## src/rtl/id_ex_issue_stage_pkg.sv

```systemverilog
// Shared types and constants for the decode/issue stage.
// EXE codes, opcode/funct values and the ID/EX register bundle.
package id_ex_issue_stage_pkg;

    localparam int WORD_LEN     = 32;
    localparam int EXE_CMD_LEN  = 4;
    localparam int REG_ADDR_LEN = 5;

    typedef logic [WORD_LEN-1:0]     word_t;
    typedef logic [EXE_CMD_LEN-1:0]  exe_cmd_t;
    typedef logic [REG_ADDR_LEN-1:0] reg_addr_t;

    localparam exe_cmd_t EXE_NOP = 4'd0;
    localparam exe_cmd_t EXE_ADD = 4'd1;
    localparam exe_cmd_t EXE_SUB = 4'd2;
    localparam exe_cmd_t EXE_AND = 4'd3;
    localparam exe_cmd_t EXE_OR  = 4'd4;
    localparam exe_cmd_t EXE_XOR = 4'd5;
    localparam exe_cmd_t EXE_SLT = 4'd6;

    localparam logic [5:0] OP_RTYPE = 6'h00;
    localparam logic [5:0] OP_BEQ   = 6'h04;
    localparam logic [5:0] OP_ADDI  = 6'h08;
    localparam logic [5:0] OP_SLTI  = 6'h0A;
    localparam logic [5:0] OP_ANDI  = 6'h0C;
    localparam logic [5:0] OP_ORI   = 6'h0D;
    localparam logic [5:0] OP_XORI  = 6'h0E;
    localparam logic [5:0] OP_LW    = 6'h23;
    localparam logic [5:0] OP_SW    = 6'h2B;

    localparam logic [5:0] FN_ADD = 6'h20;
    localparam logic [5:0] FN_SUB = 6'h22;
    localparam logic [5:0] FN_AND = 6'h24;
    localparam logic [5:0] FN_OR  = 6'h25;
    localparam logic [5:0] FN_XOR = 6'h26;
    localparam logic [5:0] FN_SLT = 6'h2A;

    typedef enum logic [1:0] {
        DEST_NONE = 2'd0,
        DEST_RT   = 2'd1,
        DEST_RD   = 2'd2
    } dest_sel_e;

    typedef struct packed {
        exe_cmd_t  cmd;
        logic      imm_sel;
        logic      zext;
        dest_sel_e dest_sel;
        logic      mem_rd;
        logic      mem_wr;
        logic      branch;
        logic      reads_rt;
        logic      illegal;
    } dec_t;

    typedef struct packed {
        logic      valid;
        exe_cmd_t  cmd;
        word_t     bus_a;
        word_t     bus_b;
        word_t     store;
        reg_addr_t dest;
        logic      reg_write;
        logic      mem_read;
        logic      mem_write;
        logic      branch;
        logic      illegal;
        word_t     br_target;
    } id_ex_t;

    function automatic word_t branch_target(input word_t pc,
                                            input logic [15:0] imm);
        return pc + 32'd4 + {{14{imm[15]}}, imm, 2'b00};
    endfunction

endpackage

```

## src/rtl/id_ex_issue_stage_if.sv

```systemverilog
// ID/EX to EX bundle: registered decode results out, ALU Zero back.
// The issue stage is the master; the EX stage is the slave.
interface id_ex_issue_stage_if;
    import id_ex_issue_stage_pkg::*;

    logic      ex_valid;
    exe_cmd_t  ex_cmd;
    word_t     ex_bus_a;
    word_t     ex_bus_b;
    word_t     ex_store;
    reg_addr_t ex_dest;
    logic      ex_reg_write;
    logic      ex_mem_read;
    logic      ex_mem_write;
    logic      ex_illegal;
    word_t     br_target;
    logic      ex_zero;

    modport master (
        output ex_valid, ex_cmd, ex_bus_a, ex_bus_b, ex_store,
        output ex_dest, ex_reg_write, ex_mem_read, ex_mem_write,
        output ex_illegal, br_target,
        input  ex_zero
    );

    modport slave (
        input  ex_valid, ex_cmd, ex_bus_a, ex_bus_b, ex_store,
        input  ex_dest, ex_reg_write, ex_mem_read, ex_mem_write,
        input  ex_illegal, br_target,
        output ex_zero
    );

endinterface

```

## src/rtl/id_ex_issue_stage_instr_decoder.sv

```systemverilog
// Combinational opcode/funct decoder for the issue stage.
// Anything outside the supported subset decodes as illegal.
module id_ex_issue_stage_instr_decoder
    import id_ex_issue_stage_pkg::*;
(
    input  logic [5:0] op_i,
    input  logic [5:0] funct_i,
    output dec_t       dec_o
);

    always_comb begin
        dec_o = '0;
        unique case (1'b1)
            (op_i == OP_RTYPE): begin
                dec_o.dest_sel = DEST_RD;
                dec_o.reads_rt = 1'b1;
                unique case (1'b1)
                    (funct_i == FN_ADD): dec_o.cmd = EXE_ADD;
                    (funct_i == FN_SUB): dec_o.cmd = EXE_SUB;
                    (funct_i == FN_AND): dec_o.cmd = EXE_AND;
                    (funct_i == FN_OR):  dec_o.cmd = EXE_OR;
                    (funct_i == FN_XOR): dec_o.cmd = EXE_XOR;
                    (funct_i == FN_SLT): dec_o.cmd = EXE_SLT;
                    default: begin
                        dec_o = '0;
                        dec_o.illegal = 1'b1;
                    end
                endcase
            end
            (op_i == OP_ADDI): begin
                dec_o.cmd      = EXE_ADD;
                dec_o.imm_sel  = 1'b1;
                dec_o.dest_sel = DEST_RT;
            end
            (op_i == OP_SLTI): begin
                dec_o.cmd      = EXE_SLT;
                dec_o.imm_sel  = 1'b1;
                dec_o.dest_sel = DEST_RT;
            end
            (op_i == OP_ANDI): begin
                dec_o.cmd      = EXE_AND;
                dec_o.imm_sel  = 1'b1;
                dec_o.zext     = 1'b1;
                dec_o.dest_sel = DEST_RT;
            end
            (op_i == OP_ORI): begin
                dec_o.cmd      = EXE_OR;
                dec_o.imm_sel  = 1'b1;
                dec_o.zext     = 1'b1;
                dec_o.dest_sel = DEST_RT;
            end
            (op_i == OP_XORI): begin
                dec_o.cmd      = EXE_XOR;
                dec_o.imm_sel  = 1'b1;
                dec_o.zext     = 1'b1;
                dec_o.dest_sel = DEST_RT;
            end
            (op_i == OP_LW): begin
                dec_o.cmd      = EXE_ADD;
                dec_o.imm_sel  = 1'b1;
                dec_o.mem_rd   = 1'b1;
                dec_o.dest_sel = DEST_RT;
            end
            (op_i == OP_SW): begin
                dec_o.cmd      = EXE_ADD;
                dec_o.imm_sel  = 1'b1;
                dec_o.mem_wr   = 1'b1;
                dec_o.reads_rt = 1'b1;
            end
            (op_i == OP_BEQ): begin
                dec_o.cmd      = EXE_SUB;
                dec_o.branch   = 1'b1;
                dec_o.reads_rt = 1'b1;
            end
            default: begin
                dec_o.illegal = 1'b1;
            end
        endcase
    end

endmodule

```

## src/rtl/id_ex_issue_stage.sv

```systemverilog
// Decode stage plus ID/EX register: load-use stall and beq flush.
// Flush wins over stall; both load a bubble into ID/EX.
module id_ex_issue_stage
    import id_ex_issue_stage_pkg::*;
(
    input  logic      clk,
    input  logic      rst,
    input  logic      if_valid_i,
    input  word_t     if_instr_i,
    input  word_t     if_pc_i,
    output reg_addr_t rf_rs_addr_o,
    output reg_addr_t rf_rt_addr_o,
    input  word_t     rf_rd1_i,
    input  word_t     rf_rd2_i,
    output logic      flush_o,
    output logic      stall_o,
    id_ex_issue_stage_if.master ex
);

    id_ex_t    ex_q;
    id_ex_t    ex_d;
    dec_t      dec;
    reg_addr_t rs;
    reg_addr_t rt;
    reg_addr_t rd;
    reg_addr_t dest_w;
    logic [15:0] imm;
    word_t     ext_imm;
    logic      hit;
    logic      unused_shamt;

    assign rs  = if_instr_i[25:21];
    assign rt  = if_instr_i[20:16];
    assign rd  = if_instr_i[15:11];
    assign imm = if_instr_i[15:0];
    assign unused_shamt = ^if_instr_i[10:6];

    assign rf_rs_addr_o = rs;
    assign rf_rt_addr_o = rt;

    id_ex_issue_stage_instr_decoder u_dec (
        .op_i    (if_instr_i[31:26]),
        .funct_i (if_instr_i[5:0]),
        .dec_o   (dec)
    );

    assign ext_imm = dec.zext ? {16'b0, imm}
                              : {{16{imm[15]}}, imm};

    always_comb begin
        dest_w = '0;
        unique case (dec.dest_sel)
            DEST_RT: dest_w = rt;
            DEST_RD: dest_w = rd;
            default: dest_w = '0;
        endcase
    end

    assign flush_o = ex_q.valid & ex_q.branch & ex.ex_zero;

    assign hit = (ex_q.dest == rs)
               | ((ex_q.dest == rt) & dec.reads_rt);

    assign stall_o = ex_q.valid & ex_q.mem_read & if_valid_i
                   & hit & (ex_q.dest != '0) & ~flush_o;

    always_comb begin
        ex_d = '0;
        if (if_valid_i && !flush_o && !stall_o) begin
            if (dec.illegal) begin
                ex_d.illegal = 1'b1;
            end else begin
                ex_d.valid     = 1'b1;
                ex_d.cmd       = dec.cmd;
                ex_d.bus_a     = rf_rd1_i;
                ex_d.bus_b     = dec.imm_sel ? ext_imm : rf_rd2_i;
                ex_d.store     = rf_rd2_i;
                ex_d.dest      = dest_w;
                ex_d.reg_write = (dest_w != '0);
                ex_d.mem_read  = dec.mem_rd;
                ex_d.mem_write = dec.mem_wr;
                ex_d.branch    = dec.branch;
                ex_d.br_target = dec.branch
                               ? branch_target(if_pc_i, imm)
                               : '0;
            end
        end
    end

    always_ff @(posedge clk) begin
        if (rst) begin
            ex_q <= '0;
        end else begin
            ex_q <= ex_d;
        end
    end

    assign ex.ex_valid     = ex_q.valid;
    assign ex.ex_cmd       = ex_q.cmd;
    assign ex.ex_bus_a     = ex_q.bus_a;
    assign ex.ex_bus_b     = ex_q.bus_b;
    assign ex.ex_store     = ex_q.store;
    assign ex.ex_dest      = ex_q.dest;
    assign ex.ex_reg_write = ex_q.reg_write;
    assign ex.ex_mem_read  = ex_q.mem_read;
    assign ex.ex_mem_write = ex_q.mem_write;
    assign ex.ex_illegal   = ex_q.illegal;
    assign ex.br_target    = ex_q.br_target;

endmodule

```

## src/flat_wrapper.sv

```systemverilog
// flat-port wrapper written by rule: the top's interface ports become plain ports
module id_ex_issue_stage_flat import id_ex_issue_stage_pkg::*;
  (clk, rst, if_valid_i, if_instr_i, if_pc_i, rf_rs_addr_o, rf_rt_addr_o, rf_rd1_i, rf_rd2_i, flush_o, stall_o, ex_ex_valid, ex_ex_cmd, ex_ex_bus_a, ex_ex_bus_b, ex_ex_store, ex_ex_dest, ex_ex_reg_write, ex_ex_mem_read, ex_ex_mem_write, ex_ex_illegal, ex_br_target, ex_ex_zero);
  id_ex_issue_stage_if ex_i ();
  input  logic clk;
  input  logic rst;
  input  logic if_valid_i;
  input  word_t if_instr_i;
  input  word_t if_pc_i;
  output reg_addr_t rf_rs_addr_o;
  output reg_addr_t rf_rt_addr_o;
  input  word_t rf_rd1_i;
  input  word_t rf_rd2_i;
  output logic flush_o;
  output logic stall_o;
  output wire logic [$bits(ex_i.ex_valid)-1:0] ex_ex_valid;
  output wire logic [$bits(ex_i.ex_cmd)-1:0] ex_ex_cmd;
  output wire logic [$bits(ex_i.ex_bus_a)-1:0] ex_ex_bus_a;
  output wire logic [$bits(ex_i.ex_bus_b)-1:0] ex_ex_bus_b;
  output wire logic [$bits(ex_i.ex_store)-1:0] ex_ex_store;
  output wire logic [$bits(ex_i.ex_dest)-1:0] ex_ex_dest;
  output wire logic [$bits(ex_i.ex_reg_write)-1:0] ex_ex_reg_write;
  output wire logic [$bits(ex_i.ex_mem_read)-1:0] ex_ex_mem_read;
  output wire logic [$bits(ex_i.ex_mem_write)-1:0] ex_ex_mem_write;
  output wire logic [$bits(ex_i.ex_illegal)-1:0] ex_ex_illegal;
  output wire logic [$bits(ex_i.br_target)-1:0] ex_br_target;
  input wire logic [$bits(ex_i.ex_zero)-1:0] ex_ex_zero;
  assign ex_ex_valid = ex_i.ex_valid;
  assign ex_ex_cmd = ex_i.ex_cmd;
  assign ex_ex_bus_a = ex_i.ex_bus_a;
  assign ex_ex_bus_b = ex_i.ex_bus_b;
  assign ex_ex_store = ex_i.ex_store;
  assign ex_ex_dest = ex_i.ex_dest;
  assign ex_ex_reg_write = ex_i.ex_reg_write;
  assign ex_ex_mem_read = ex_i.ex_mem_read;
  assign ex_ex_mem_write = ex_i.ex_mem_write;
  assign ex_ex_illegal = ex_i.ex_illegal;
  assign ex_br_target = ex_i.br_target;
  assign ex_i.ex_zero = ex_ex_zero;
  id_ex_issue_stage u_core (.clk(clk), .rst(rst), .if_valid_i(if_valid_i), .if_instr_i(if_instr_i), .if_pc_i(if_pc_i), .rf_rs_addr_o(rf_rs_addr_o), .rf_rt_addr_o(rf_rt_addr_o), .rf_rd1_i(rf_rd1_i), .rf_rd2_i(rf_rd2_i), .flush_o(flush_o), .stall_o(stall_o), .ex(ex_i));
endmodule
```

## config.mk

```make
export PLATFORM = sky130hd
export DESIGN_NAME = id_ex_issue_stage_flat
export DESIGN_NICKNAME = d
export VERILOG_FILES = /design/src/rtl/id_ex_issue_stage_pkg.sv /design/src/rtl/id_ex_issue_stage_if.sv /design/src/rtl/id_ex_issue_stage_instr_decoder.sv /design/src/rtl/id_ex_issue_stage.sv /design/src/flat_wrapper.sv
export SDC_FILE = /design/constraint.sdc
export NUM_CORES = 1
export LEC_CHECK = 0
export BUFFER_PORTS_ARGS = -buffer_cell sky130_fd_sc_hd__buf_2
export CORE_ASPECT_RATIO = 0.5
export CORE_MARGIN = 2
export CORE_UTILIZATION = 50
export CTS_CLUSTER_SIZE = 16
export DETAILED_ROUTE_END_ITERATION = 10
export GPL_TIMING_DRIVEN = 0
export PLACE_DENSITY_LB_ADDON = 0.05
export SETUP_SLACK_MARGIN = 0.02
export SLEW_MARGIN = 20
export SYNTH_ARGS = -nofsm -noshare
export SYNTH_HDL_FRONTEND = slang
export SYNTH_SLANG_ARGS = --single-unit
```

## constraint.sdc

```tcl
create_clock -name clk -period 2.7 [get_ports clk]
set_clock_uncertainty 0.15 [all_clocks]
set_input_delay 0.135 -clock clk [delete_from_list [all_inputs] [get_ports clk]]
set_output_delay 0.135 -clock clk [all_outputs]
set_load 0.02 [all_outputs]
```

* Word-level counts from Yosys, hierarchy flattened
Index checks and enable logic that the tools add are counted.
** Storage, ports and cells
- Word-level logic and storage cells :: 77
- Register bits :: 143
** Cells by class
- Muxes and demuxes :: 16
- Add/subtract/negate cells :: 2
- Reduce and logical (&&, ||, !) cells :: 17
- Equal/unequal tests :: 18
- Bitwise operators :: 12
** Operators with widths (count)
- 110-bit 2-to-1 mux :: 1
- 32-bit 2-to-1 mux :: 2
- 6-bit == test (second input constant) :: 8
- 32-bit by 3-bit adder with 32-bit output (second input constant) :: 1
- 32-bit adder :: 1
- 6-bit by 4-bit == test with 1-bit output (second input constant) :: 5
- 4-bit case mux with 7 select lines :: 1
- 3-bit case mux with 6 select lines :: 1
- 1-bit case mux with 2 select lines :: 7
- 6-bit OR reduction :: 2
- 5-bit == test :: 2
- 5-bit case mux with 2 select lines :: 1
- 5-bit nonzero test :: 2
- 3-bit OR reduction :: 3
- 1-bit bitwise AND :: 8
- 8-bit OR reduction :: 1
- 7-bit 2-to-1 mux :: 1
- 7-bit OR reduction :: 1
- 6-bit by 3-bit == test with 1-bit output (second input constant) :: 1
- 6-bit logical NOT :: 1
- 2-bit case mux with 2 select lines :: 1
- 2-bit OR reduction :: 2
- 4-bit OR reduction :: 1
- 1-bit NOT :: 3
- 6 further kinds :: 8

* Depth between registers and ports, before layout
- Word-level depth :: 13
- Mapped depth :: 12

* Modules after synthesis
Synthesis repeated with hierarchy kept, for this count alone.
** Second synthesis, totals
- Cells, all modules :: 815
- Area, all modules :: 7582.3 um^2
** Modules (own cells, without submodules)
- id_ex_issue_stage :: instances 1, area each 7313.3 um^2, seq. area each 2862.7 um^2, cells an instance 772
- id_ex_issue_stage_instr_decoder :: instances 1, area each 269.0 um^2, seq. area each 0.0 um^2, cells an instance 43

* Worst setup path after synthesis
OpenSTA, ideal clock, no wires.
- Kind :: input to register
- From :: input if_instr_i[15]
- To :: register u_core.ex_q (netlist bit u_core.ex.br_target[26])
- Slack :: 216 ps
- Path buffers :: 1
- Setup time :: 121 ps
- Cell stages on the path :: 9
- Data arrival time :: 2213 ps
- Required time :: 2429 ps
- Cell sequence :: ha_1 ha_1 clkbuf_1 nand4_1 or2_2 o211ai_1 nor3_1 o21bai_1 mux2_2
** On the way
- Cells in the longest elaborated chain, start to end :: 1
** Ends and longest elaborated chain
- start, declared :: RTL line flat_wrapper.sv:8 : input word_t if_instr_i;
- 32-bit adder :: RTL line id_ex_issue_stage_pkg.sv:73 : return pc + 32'd4 + {{14{imm[15]}}, imm, 2'b00};
- end signal, assigned :: RTL line id_ex_issue_stage.sv:92 : ex_q <= '0;
- end signal, assigned :: RTL line id_ex_issue_stage.sv:94 : ex_q <= ex_d;
- end, declared :: RTL line id_ex_issue_stage.sv:20 : id_ex_t ex_q;
No other way between the ends.
A chain may end at the register's enable or synchronous reset.

* Worst setup path after layout
- From :: input if_instr_i[28]
- To :: register u_core.ex_q (netlist bit u_core.ex.br_target[19])
** On the way
- Cells in the longest elaborated chain, start to end :: 12
- Elaborated cells between the ends (all ways) :: 24
** Ends and longest elaborated chain
- 6-bit == test or 6-bit by 3-bit == test with 1-bit output (tied branches) :: RTL line id_ex_issue_stage_instr_decoder.sv:64, id_ex_issue_stage_instr_decoder.sv:70
- 2-bit OR reduction (no source line)
- 1-bit case mux with 2 select lines :: RTL line id_ex_issue_stage_instr_decoder.sv:13 : unique case (1'b1)
- 1-bit bitwise AND :: RTL line id_ex_issue_stage.sv:62 : | ((ex_q.dest == rt) & dec.reads_rt);
- 1-bit OR :: RTL line id_ex_issue_stage.sv:62
- 1-bit bitwise AND (3 in series) :: RTL line id_ex_issue_stage.sv:65 : & hit & (ex_q.dest != '0) & ~flush_o;
- 1-bit logical NOT :: RTL line id_ex_issue_stage.sv:69 : if (if_valid_i && !flush_o && !stall_o) begin
- 1-bit logical AND :: RTL line id_ex_issue_stage.sv:69
- 1-bit NOT (no source line)
- 4-bit OR reduction (no source line) *
Mark *: on every way between the ends. The rest lies on a longest branch, timed or not.

==> metrics <==
outcome finished, final reports clean; sum of net half-perimeters after detailed placement 15.1 mm; first-pass GRT wire length 33.1 mm; number of buffers and inverters on the critical path 4; commonest cells in the netlist sky130_fd_sc_hd__buf_4, sky130_fd_sc_hd__dfxtp_1, sky130_fd_sc_hd__and2_1; largest net degree at the start of global routing 20; RSZ-0062 raised after global routing no; fraction of power consumed by sequential logic 39.2%; Min-Delay Path Depth 4; total inserted antenna cells 0; P&R area growth vs syn 43.6%; crit start category primary input; violation count after the first detailed-route iteration 273; via count 6,718; mapped cell area 7410 um^2; fraction of power consumed by combinational cells 17.9%; WS Path Type in -> reg; number of placement rows 31; final worst slack 0.184 ns; final layout net count 1,394; mux share of post-synthesis cell area 0.287%; critical path's largest stage delay 0.51 ns; Worst Min Path Start rst; share of synthesized flip-flops with an asynchronous set or reset 0%; top cell type's share of synthesized area 38.3%; measured slew at the worst slew-check pin 0.576 ns; worst setup timing slack at the placement stage -0.697 ns; residual antenna-violating net count after detailed routing 0; slowest CP cell sky130_fd_sc_hd__a2111o_1; detailed-route vias per instance 4.75; critical path cell sequence clkbuf_1, inv_1, a2111oi_4, o31ai_1, a2111o_1, o211ai_1, buf_2, buf_4, nor2_1; buffer levels on the longest clock path 2; LEAKAGE 5.75 nW; Remaining DRCs 0; Final Max Tran Viols 0; combinational family with the most area after synthesis buffers and inverters; switching pwr 1.52 mW; Synthesis Warnings 0; Clock H-tree levels 4; crit path DAT 2.67 ns; power per standard cell area 508 nW/um^2; Crit path required time 2.85 ns; area of the die 15,900 um^2; post-CTS clock slew at the launch and capture registers of the worst setup and hold paths 0.06 ns; Post-Synthesis Cells 804; Simple-Gate Fraction of Synth Area 16.9%; Yosys reg bits 142; I/O Buffers 282; kind of cell with the highest combined delay on the critical path compound AO/OA/AOI/OAI gates; Inserted Clock Buffers 17; number of sinks on the clock net 142; sort of element at the end of the critical path flop; Multi-input gate area 3310 um^2; Chip Width 176 um; slack of the worst reg-to-reg path 0.26 ns; antenna violations before repair 1; most common flop cell mapped by yosys sky130_fd_sc_hd__dfxtp_1; number of failing setup endpoints in the final timing report 0; number of different library cells in the post-synthesis netlist 56; wire length reported by the detailed router 20.6 mm; Endpoint, Worst Hold u_core.ex.ex_illegal; mean routed wirelength per cell 14.6 um; Root Driver sky130_fd_sc_hd__clkbuf_16; max cap viols 0; GRT overflow 0; global placement routability congestion 0.889; number of cell instances on the worst register-to-register path 7; final worst path period share 93.2%; portion of the post-synthesis area used by sequential elements 38.3%; worst hold slack after final layout 0.0204 ns; area leader, netlist sky130_fd_sc_hd__dfxtp_1; portion of total power attributed to the clock network 42.9%; Worst Path Max Fanout 10; fraction of layout cells with a size suffix above 1 40.0%; Compound-Gate Fraction of Synth Area 12.9%; switching power share of the total 28.1%; Initial Util 51.2%; synthesized area divided by synthesized cell count 9.22 um^2; maximum resistive drop on vdd 0.433 mV; first-pass iteration count of the detailed router 5; time the worst path needs with I/O delays and setup 2.52 ns; biggest area contributors in the synthesized netlist sky130_fd_sc_hd__dfxtp_1, sky130_fd_sc_hd__buf_4, sky130_fd_sc_hd__ha_1; startpoint of the lowest-slack register-to-register path u_core.ex.ex_dest[1]; Post-Synthesis Net Count 996; cell with the most instances after synthesis sky130_fd_sc_hd__buf_4; Sequential Area 2840 um^2; maximum clock frequency 397 MHz; clock tree from TritonCTS yes; Hold Violations, Final 0; Die Span Y 90.1 um; synthesized-area fraction occupied by xor and xnor cells 4.13%; design internal power 3.89 mW; clock insertion delay at the later pin of the skew report 0.41 ns; number of synthesized flops with an enable pin 0; filler cell count in the final layout 1,089; core region area 14,500 um^2; Max transition margin 61.5%; global router's overall resource usage 26.3%; Hold/Removal Path Class in -> reg; Adder-Cell Fraction of Synth Area 10.2%; IO Count 286; number of global-route vias before repair 6,767; endpoint of the worst-slack reg-to-reg timing path u_core.ex.br_target[19]
## state kept, by name, indices dropped and copies added (netlist names)
name	flops
u_core.ex.br_target	32
u_core.ex.ex_bus_a	32
u_core.ex.ex_bus_b	32
u_core.ex.ex_cmd	3
u_core.ex.ex_dest	5
u_core.ex.ex_illegal	1
u_core.ex.ex_mem_read	1
u_core.ex.ex_mem_write	1
u_core.ex.ex_reg_write	1
u_core.ex.ex_store	32
u_core.ex.ex_valid	1
u_core.ex_q	1
## per-stage QoR
stage | std cells | instance area (um^2) | total power [mW] | utilization [%] | TNS, ns
floorplan | 804 | 7410 | 2.73 | - | 0
global placement | 1284 | 9070 | 2.99 | 62.7 | -4.84
detailed placement | 1284 | 9070 | 3.00 | 62.7 | -5.43
CTS | 1415 | 10600 | 5.43 | 73.5 | 0
global route | 1413 | 10600 | 5.65 | 73.6 | 0
finish | 1413 | 10600 | 5.41 | 73.6 | 0
## worst max path at each step
stage,from,endpoint,slack [ns],depth (start not counted)
2_1_floorplan,if_instr_i[15],u_core.ex.br_target[26],0.22,9
3_3_place_gp,if_instr_i[15],u_core.ex.br_target[28],-0.62,10
3_5_place_dp,if_instr_i[15],u_core.ex.br_target[26],-0.70,10
4_1_cts,u_core.ex.ex_dest[1],u_core.ex.ex_bus_b[26],0.09,7
5_1_grt,if_instr_i[28],u_core.ex.br_target[19],0.03,9
6_report,if_instr_i[28],u_core.ex.br_target[19],0.18,9
## power by group through the flow
stage               registers [mW]  clock network [mW]  logic, mW
global route                  2.12                2.45       1.07
detailed placement            2.17                   0      0.831
CTS                           2.12                2.35      0.961
global placement              2.17                   0      0.822
floorplan                     2.17                   0      0.561
finish                        2.12                2.32      0.969
## area by class of cell
type / instances / share of cell area [%]
clock buffers: 18 / 4.03
repair buffers: 381 / 22.6
plain buffers: 167 / 11.4
flip-flops and latches: 142 / 26.7
inverters: 13 / 0.458
multi-input cells: 480 / 31.1
clock inverters: 14 / 1.38
well taps: 198 / 2.33
## layer usage
metal | wire length [um] | part of all wire (%) | vias to the layer above | global-route usage, %
met2 | 10500 | 51 | 212 | 48.2
met5 | 7 | 0.034 | - | 0
li1 | - | - | 3385 | -
met3 | 1090 | 5.3 | 41 | 4.61
met1 | 8540 | 41 | 3078 | 30.3
met4 | 489 | 2.4 | 2 | 10.5
## cells by family (layout without fill, tap and decap cells)
| kind of cell | after synthesis | after routing |
|---|---|---|
| and+or+nand+nor | 235 | 235 |
| buffers and inverters | 182 | 593 |
| AOI/OAI and AO/OA | 147 | 147 |
| DFF | 142 | 142 |
| adders and majority gates | 60 | 60 |
| xor gates and xnor gates | 35 | 35 |
| muxes | 2 | 2 |
| other | 1 | 1 |
## worst register-to-register path: cells and delay by family (launching register included)
family	cells	cell delay [ns]
buffers and inverters	2	0.50
DFF	1	0.35
and+or+nand+nor	2	0.68
AOI/OAI and AO/OA	3	0.70
## cells in the final DEF, fill, tap and decap left out, types with 4 or more instances in the layout
cell type	instances
sky130_fd_sc_hd__a21oi_1	53
sky130_fd_sc_hd__o21ai_0	19
sky130_fd_sc_hd__xor2_1	19
sky130_fd_sc_hd__and2_1	67
sky130_fd_sc_hd__nand2_1	50
sky130_fd_sc_hd__o21bai_1	5
sky130_fd_sc_hd__buf_6	4
sky130_fd_sc_hd__nor3b_1	4
sky130_fd_sc_hd__a21boi_0	4
sky130_fd_sc_hd__nand3_1	10
sky130_fd_sc_hd__dfxtp_1	142
sky130_fd_sc_hd__buf_2	287
sky130_fd_sc_hd__nor2_1	41
sky130_fd_sc_hd__o211ai_1	5
sky130_fd_sc_hd__clkinvlp_4	4
sky130_fd_sc_hd__clkbuf_16	17
sky130_fd_sc_hd__a21o_1	30
sky130_fd_sc_hd__ha_1	59
sky130_fd_sc_hd__a22oi_1	5
sky130_fd_sc_hd__clkbuf_1	10
sky130_fd_sc_hd__nand2b_1	7
sky130_fd_sc_hd__or4_1	4
sky130_fd_sc_hd__nor4_1	4
sky130_fd_sc_hd__buf_4	151
sky130_fd_sc_hd__inv_1	12
sky130_fd_sc_hd__and3_1	14
sky130_fd_sc_hd__nand4_1	5
sky130_fd_sc_hd__inv_6	6
sky130_fd_sc_hd__nor3_1	9
sky130_fd_sc_hd__a31oi_1	5
sky130_fd_sc_hd__nor2b_1	6
sky130_fd_sc_hd__xnor2_1	16
sky130_fd_sc_hd__dlygate4sd3_1	96
## repair_timing
item / 4_1_cts / 5_1_grt
buffers inserted: 3 / 0
hold buffers: 96 / 0
pin swaps: 1 / 0
resized for setup: 2 / 4
endpoints found under the hold margin: 109 / 0
setup endpoints to repair: 16 / 16
Note: power is estimated with default switching activity, not from simulation.
